[config.mk]
export PLATFORM = sky130hd
export DESIGN_NAME = fetch_pc_ctrl
export DESIGN_NICKNAME = d
export VERILOG_FILES = /design/src/rtl/fetch_pc_ctrl.sv
export SDC_FILE = /design/constraint.sdc
export NUM_CORES = 1
export LEC_CHECK = 0
export BUFFER_PORTS_ARGS = -buffer_cell sky130_fd_sc_hd__buf_2
export CAP_MARGIN = 20
export CORE_MARGIN = 2
export CORE_UTILIZATION = 44
export DETAILED_ROUTE_END_ITERATION = 6
export PLACE_DENSITY_LB_ADDON = 0.08
export SLEW_MARGIN = 20
export SYNTH_ARGS = -nofsm -noshare
export SYNTH_HDL_FRONTEND = slang
export SYNTH_SLANG_ARGS = --single-unit
[constraint.sdc]
create_clock -name clk -period 1.8 [get_ports clk]
set_input_delay 0.36 -clock clk [delete_from_list [all_inputs] [get_ports clk]]
set_output_delay 0.36 -clock clk [all_outputs]
set_load 0.1 [all_outputs]
[src/rtl/fetch_pc_ctrl.sv]
// Instruction-fetch sequencer: owns the fetch PC, runs a single-outstanding
// req/gnt/rvalid handshake to imem and registers {pc, instr} onto the IF/ID bus.
module fetch_pc_ctrl #(
  parameter int              PC_W     = 30,
  parameter int              INSTR_W  = 32,
  parameter logic [PC_W-1:0] RESET_PC = '0
) (
  input  logic                    clk,
  input  logic                    reset,
  input  logic                    redirect_valid,
  input  logic [PC_W-1:0]         redirect_pc,
  input  logic                    id_ready,
  output logic                    imem_req,
  output logic [PC_W-1:0]         imem_addr,
  input  logic                    imem_gnt,
  input  logic                    imem_rvalid,
  input  logic [INSTR_W-1:0]      imem_rdata,
  output logic                    if_id_valid,
  output logic [PC_W+INSTR_W-1:0] if_id_bus,
  output logic                    busy
);

  typedef enum logic [1:0] {S_IDLE, S_REQ, S_WAIT, S_HOLD} state_t;

  state_t               state, state_nx;
  logic [PC_W-1:0]      pc, pc_nx;
  logic                 drop, drop_nx;
  logic [PC_W-1:0]      out_pc, out_pc_nx;
  logic [INSTR_W-1:0]   out_instr, out_instr_nx;
  logic                 valid_nx;

  always_ff @(posedge clk) begin
    if (reset) begin
      state       <= S_IDLE;
      pc          <= RESET_PC;
      drop        <= 1'b0;
      out_pc      <= '0;
      out_instr   <= '0;
      if_id_valid <= 1'b0;
    end else begin
      state       <= state_nx;
      pc          <= pc_nx;
      drop        <= drop_nx;
      out_pc      <= out_pc_nx;
      out_instr   <= out_instr_nx;
      if_id_valid <= valid_nx;
    end
  end

  always_comb begin
    state_nx     = state;
    pc_nx        = pc;
    drop_nx      = drop;
    out_pc_nx    = out_pc;
    out_instr_nx = out_instr;
    valid_nx     = if_id_valid;

    case (state)
      S_IDLE: state_nx = S_REQ;
      S_REQ: begin
        if (imem_gnt) state_nx = S_WAIT;
      end
      S_WAIT: begin
        if (imem_rvalid) begin
          if (drop) begin
            drop_nx  = 1'b0;
            state_nx = S_REQ;
          end else begin
            out_pc_nx    = pc;
            out_instr_nx = imem_rdata;
            valid_nx     = 1'b1;
            pc_nx        = pc + PC_W'(1);
            state_nx     = S_HOLD;
          end
        end
      end
      S_HOLD: begin
        if (id_ready) begin
          valid_nx     = 1'b0;
          out_pc_nx    = '0;
          out_instr_nx = '0;
          state_nx     = S_REQ;
        end
      end
      default: state_nx = S_IDLE;
    endcase

    // A redirect flushes the bus; a request already granted must have its response dropped.
    if (redirect_valid) begin
      pc_nx        = redirect_pc;
      valid_nx     = 1'b0;
      out_pc_nx    = '0;
      out_instr_nx = '0;
      state_nx     = S_REQ;
      drop_nx      = 1'b0;
      if ((state == S_REQ && imem_gnt) || (state == S_WAIT && !imem_rvalid)) begin
        state_nx = S_WAIT;
        drop_nx  = 1'b1;
      end
    end
  end

  assign imem_req  = (state == S_REQ);
  assign imem_addr = pc;
  assign busy      = (state == S_REQ) || (state == S_WAIT);
  assign if_id_bus = {out_pc, out_instr};

endmodule

==> impl_metrics.csv <==
group,metric,value,unit
place,port_buffers,162,
power,seqPwrFrac,0.477,
critical_path,crit_slowest_cell,"or4_4",
global_route,grt_max_degree,63,
logic_synthesis,yosysTopAreaCell,"dfxtp_1",
logic_synthesis,yosys_warnings,0,
floorplanning,initial_utilization,0.448,
logic_synthesis,synthesis.nets,577,
power,total_power,4.75,mW
logic_synthesis,synth.avg_cell_area,8.11,sq um
timing,layout_setup_ws,0.00554,ns
power,intPower,3.17,mW
clocking,clk_path_buf_depth,2,
logic_synthesis,yosys-top-cells-count,"dfxtp_1 (96), nand2_1 (84), nand3_1 (75)",
timing,tightest_slew,0.505,ns
power,power.share.switching,0.332,
place,gp_congestion,0.843,
critical_path,crit_arrival,2.05,ns
critical_path,worst-r2r-cell-count,5,
worst_hold_path,whs_path_depth,3,
global_route,overflow,0,
critical_path,cp.depth,5,
floorplanning,die_area,0.0101,sq mm
logic_synthesis,synth_top_area_frac,0.469,
critical_path,cp_num_buf_inv,1,
detailed_routing,routed_wl,11.5,mm
logic_synthesis,synth_cell_type_count,37,
detailed_routing,first_pass_iters,5,
critical_path,cpLargestDelayFamily,"simple AND/OR/NAND/NOR gates",
flow_run,maxCapViolCount,0,
logic_synthesis,synth_ff_type,"dfxtp_1",
logic_synthesis,async_flop_share,0,
finish,finish.utilization,0.615,
finish,fin_nets,747,
detailed_routing,antenna_left,0,
critical_path,worstPathRequired,2.05,ns
logic_synthesis,synth_edf_count,0,
power,power_switching,1.58,mW
timing,skew,0.0158,ns
logic_synthesis,seq_area_frac_synth,0.469,
finish,antennaDiodeCount,0,
clocking,clkTransAtPathRegs,0.09,ns
timing,hold_violations,0,
place,place_ws,-0.0372,ns
logic_synthesis,yosys.area_share.simple,0.273,
floorplanning,coreArea,0.00915,sq mm
clocking,root_buffer,"clkbuf_8",
logic_synthesis,synthMuxAreaShare,0.00489,
global_route,antenna_found_initial,0,
detailed_routing,num_vias,4127,
finish,syn_to_final_growth,37.4,%
timing,maxSlewViolCount,0,
critical_path,crit_chain,"ha_4 -> inv_2 -> or4_4 -> or3_1 -> a311oi_1",
detailed_routing,drc_errors,0,
finish,nFillCells,830,
timing,rsz0062_at_grt,"true",
timing,min_period_over_period,0.997,
critical_path,cp-end-kind,"flip-flop",
logic_synthesis,netlist_area,0.00410,sq mm
logic_synthesis,syn_inst,505,
floorplanning,fp.dieH,101,um
critical_path,critPathKind,"reg2reg",
logic_synthesis,synth_area_leaders,"dfxtp_1 (47%), nand3_1 (9.2%), a21oi_1 (8.5%)",
logic_synthesis,synth_top_family_by_area,"simple AND/OR/NAND/NOR gates",
worst_hold_path,hp-class,"in2reg",
clocking,ctsHoldBuffers,0,
logic_synthesis,post-synth-top-count-cell,"dfxtp_1",
global_route,grt_pass1_wl,17.6,mm
detailed_routing,wl_per_cell,14.5,um
critical_path,start_kind,"flip-flop",
floorplanning,rows,35,
clocking,clock_latency,0.36,ns
floorplanning,fp.dieW,101,um
critical_path,cp_max_fo,5,
power,power.density,844,mW/mm^2
place,hpwl,8.11,mm
power,p_comb_frac,0.216,
floorplanning,io_pins,163,
finish,drive_above_1_share,0.382,
global_route,grt_pass1_vias,3593,
power,p_leak,2.39,nW
logic_synthesis,synthAdderAreaFrac,0.0122,
logic_synthesis,synth_xor_area_frac,0.0577,
power,ir_worst_vdd,432,uV
timing,setup_viol,0,
status,status,"completed",
timing,fmax,0.557,GHz
timing,max_slew_margin,0.666,
logic_synthesis,synth-seq-cells,96,
timing,layout_min_cycle_time,1.79,ns
clocking,clock-sinks,96,
logic_synthesis,synth_compound_area_frac,0.142,
global_route,gr-usage-all-layers,0.217,
critical_path,slowest_delay,0.57,ns
clocking,htreeDepth,3,
detailed_routing,via_per_inst,5.22,
power,clkPwrFrac,0.307,
clocking,cts_tree,"built",
clocking,cts_buffers,9,
detailed_routing,first_iter_violations,147,
-- cell families after synthesis --
| group | after synthesis |
|---|---|
| AND/OR/NAND/NOR | 229 |
| AO/OA/AOI/OAI | 102 |
| flip-flops | 96 |
| buffers and inverters | 45 |
| XOR/XNOR | 27 |
| adder cells (fa/ha/maj) | 4 |
| multiplexers | 2 |
-- power by group through the flow --
stage,combinational [mW],sequential (mW),clock (mW)
final,1.03,2.27,1.46
after global routing,1.08,2.28,1.59
after CTS,1.01,2.27,1.51
after detailed placement,1.00,2.32,0
after global placement,0.999,2.32,0
after floorplan,0.311,2.73,0
-- timing repair --
item	CTS	global route
cloned	0	0
setup buffers	1	6
setup endpoints to repair	5	22
resized for setup	1	7
pin swaps	4	9
-- state kept, by name, summed over array words and instances (netlist names) --
name and flops:
out_instr 32, imem_addr 30, out_pc 30, state 2, drop 1, if_id_valid 1
-- metal layers --
metal	GRT usage	part of all wire	vias to the layer above
met3	0.0361	0.054	11
met4	0.0653	0.010	0
met2	0.351	0.47	118
met5	0	0	-
met1	0.298	0.47	1915
li1	-	-	2083
-- cell type report --
cell class	count	area, sq um	share of cell area
multi-input cells	364	2080	0.369
flip-flops and latches	96	2020	0.358
repair buffers	195	1150	0.204
clock buffers	12	155	0.0276
well taps	111	139	0.0247
clock inverters	4	51.3	0.00911
inverters	9	37.5	0.00667
-- layout by cell type (no fill, tap or decap), drive strengths merged, types with 10 or more instances in the layout --
master / instances
dfxtp: 96
inv: 10
xor2: 19
buf: 195
nor2: 35
a21oi: 70
clkbuf: 12
nand3: 75
a211oi: 23
nand2: 84
-- worst paths after layout --
kind                  startpoint             to  slack, ns
hold / removal    redirect_pc[4]   imem_addr[4]       0.24
hold reg to reg     out_instr[6]   out_instr[6]       0.45
setup / recovery    imem_addr[1]  imem_addr[10]      0.006
setup reg to reg    imem_addr[1]  imem_addr[10]      0.006
-- through the flow --
stage          hold WS, ns  setup TNS [ns]  cell area [sq um]  std cells
2_1_floorplan        0.469          -0.215               4240        505
3_3_place_gp         0.434               0               5340        768
3_5_place_dp         0.441         -0.0567               5340        768
4_1_cts              0.227         -0.0173               5560        785
5_1_grt              0.244          -0.208               5630        791
6_report             0.242               0               5630        791
-- worst reg2reg max path, stage by stage, from the launching register on --
cell      delay (ns)
dfxtp_4         0.38
ha_4            0.14
inv_2           0.04
or4_4           0.57
or3_1           0.32
a311oi_1        0.25
Note: power is estimated with default switching activity, not from simulation.
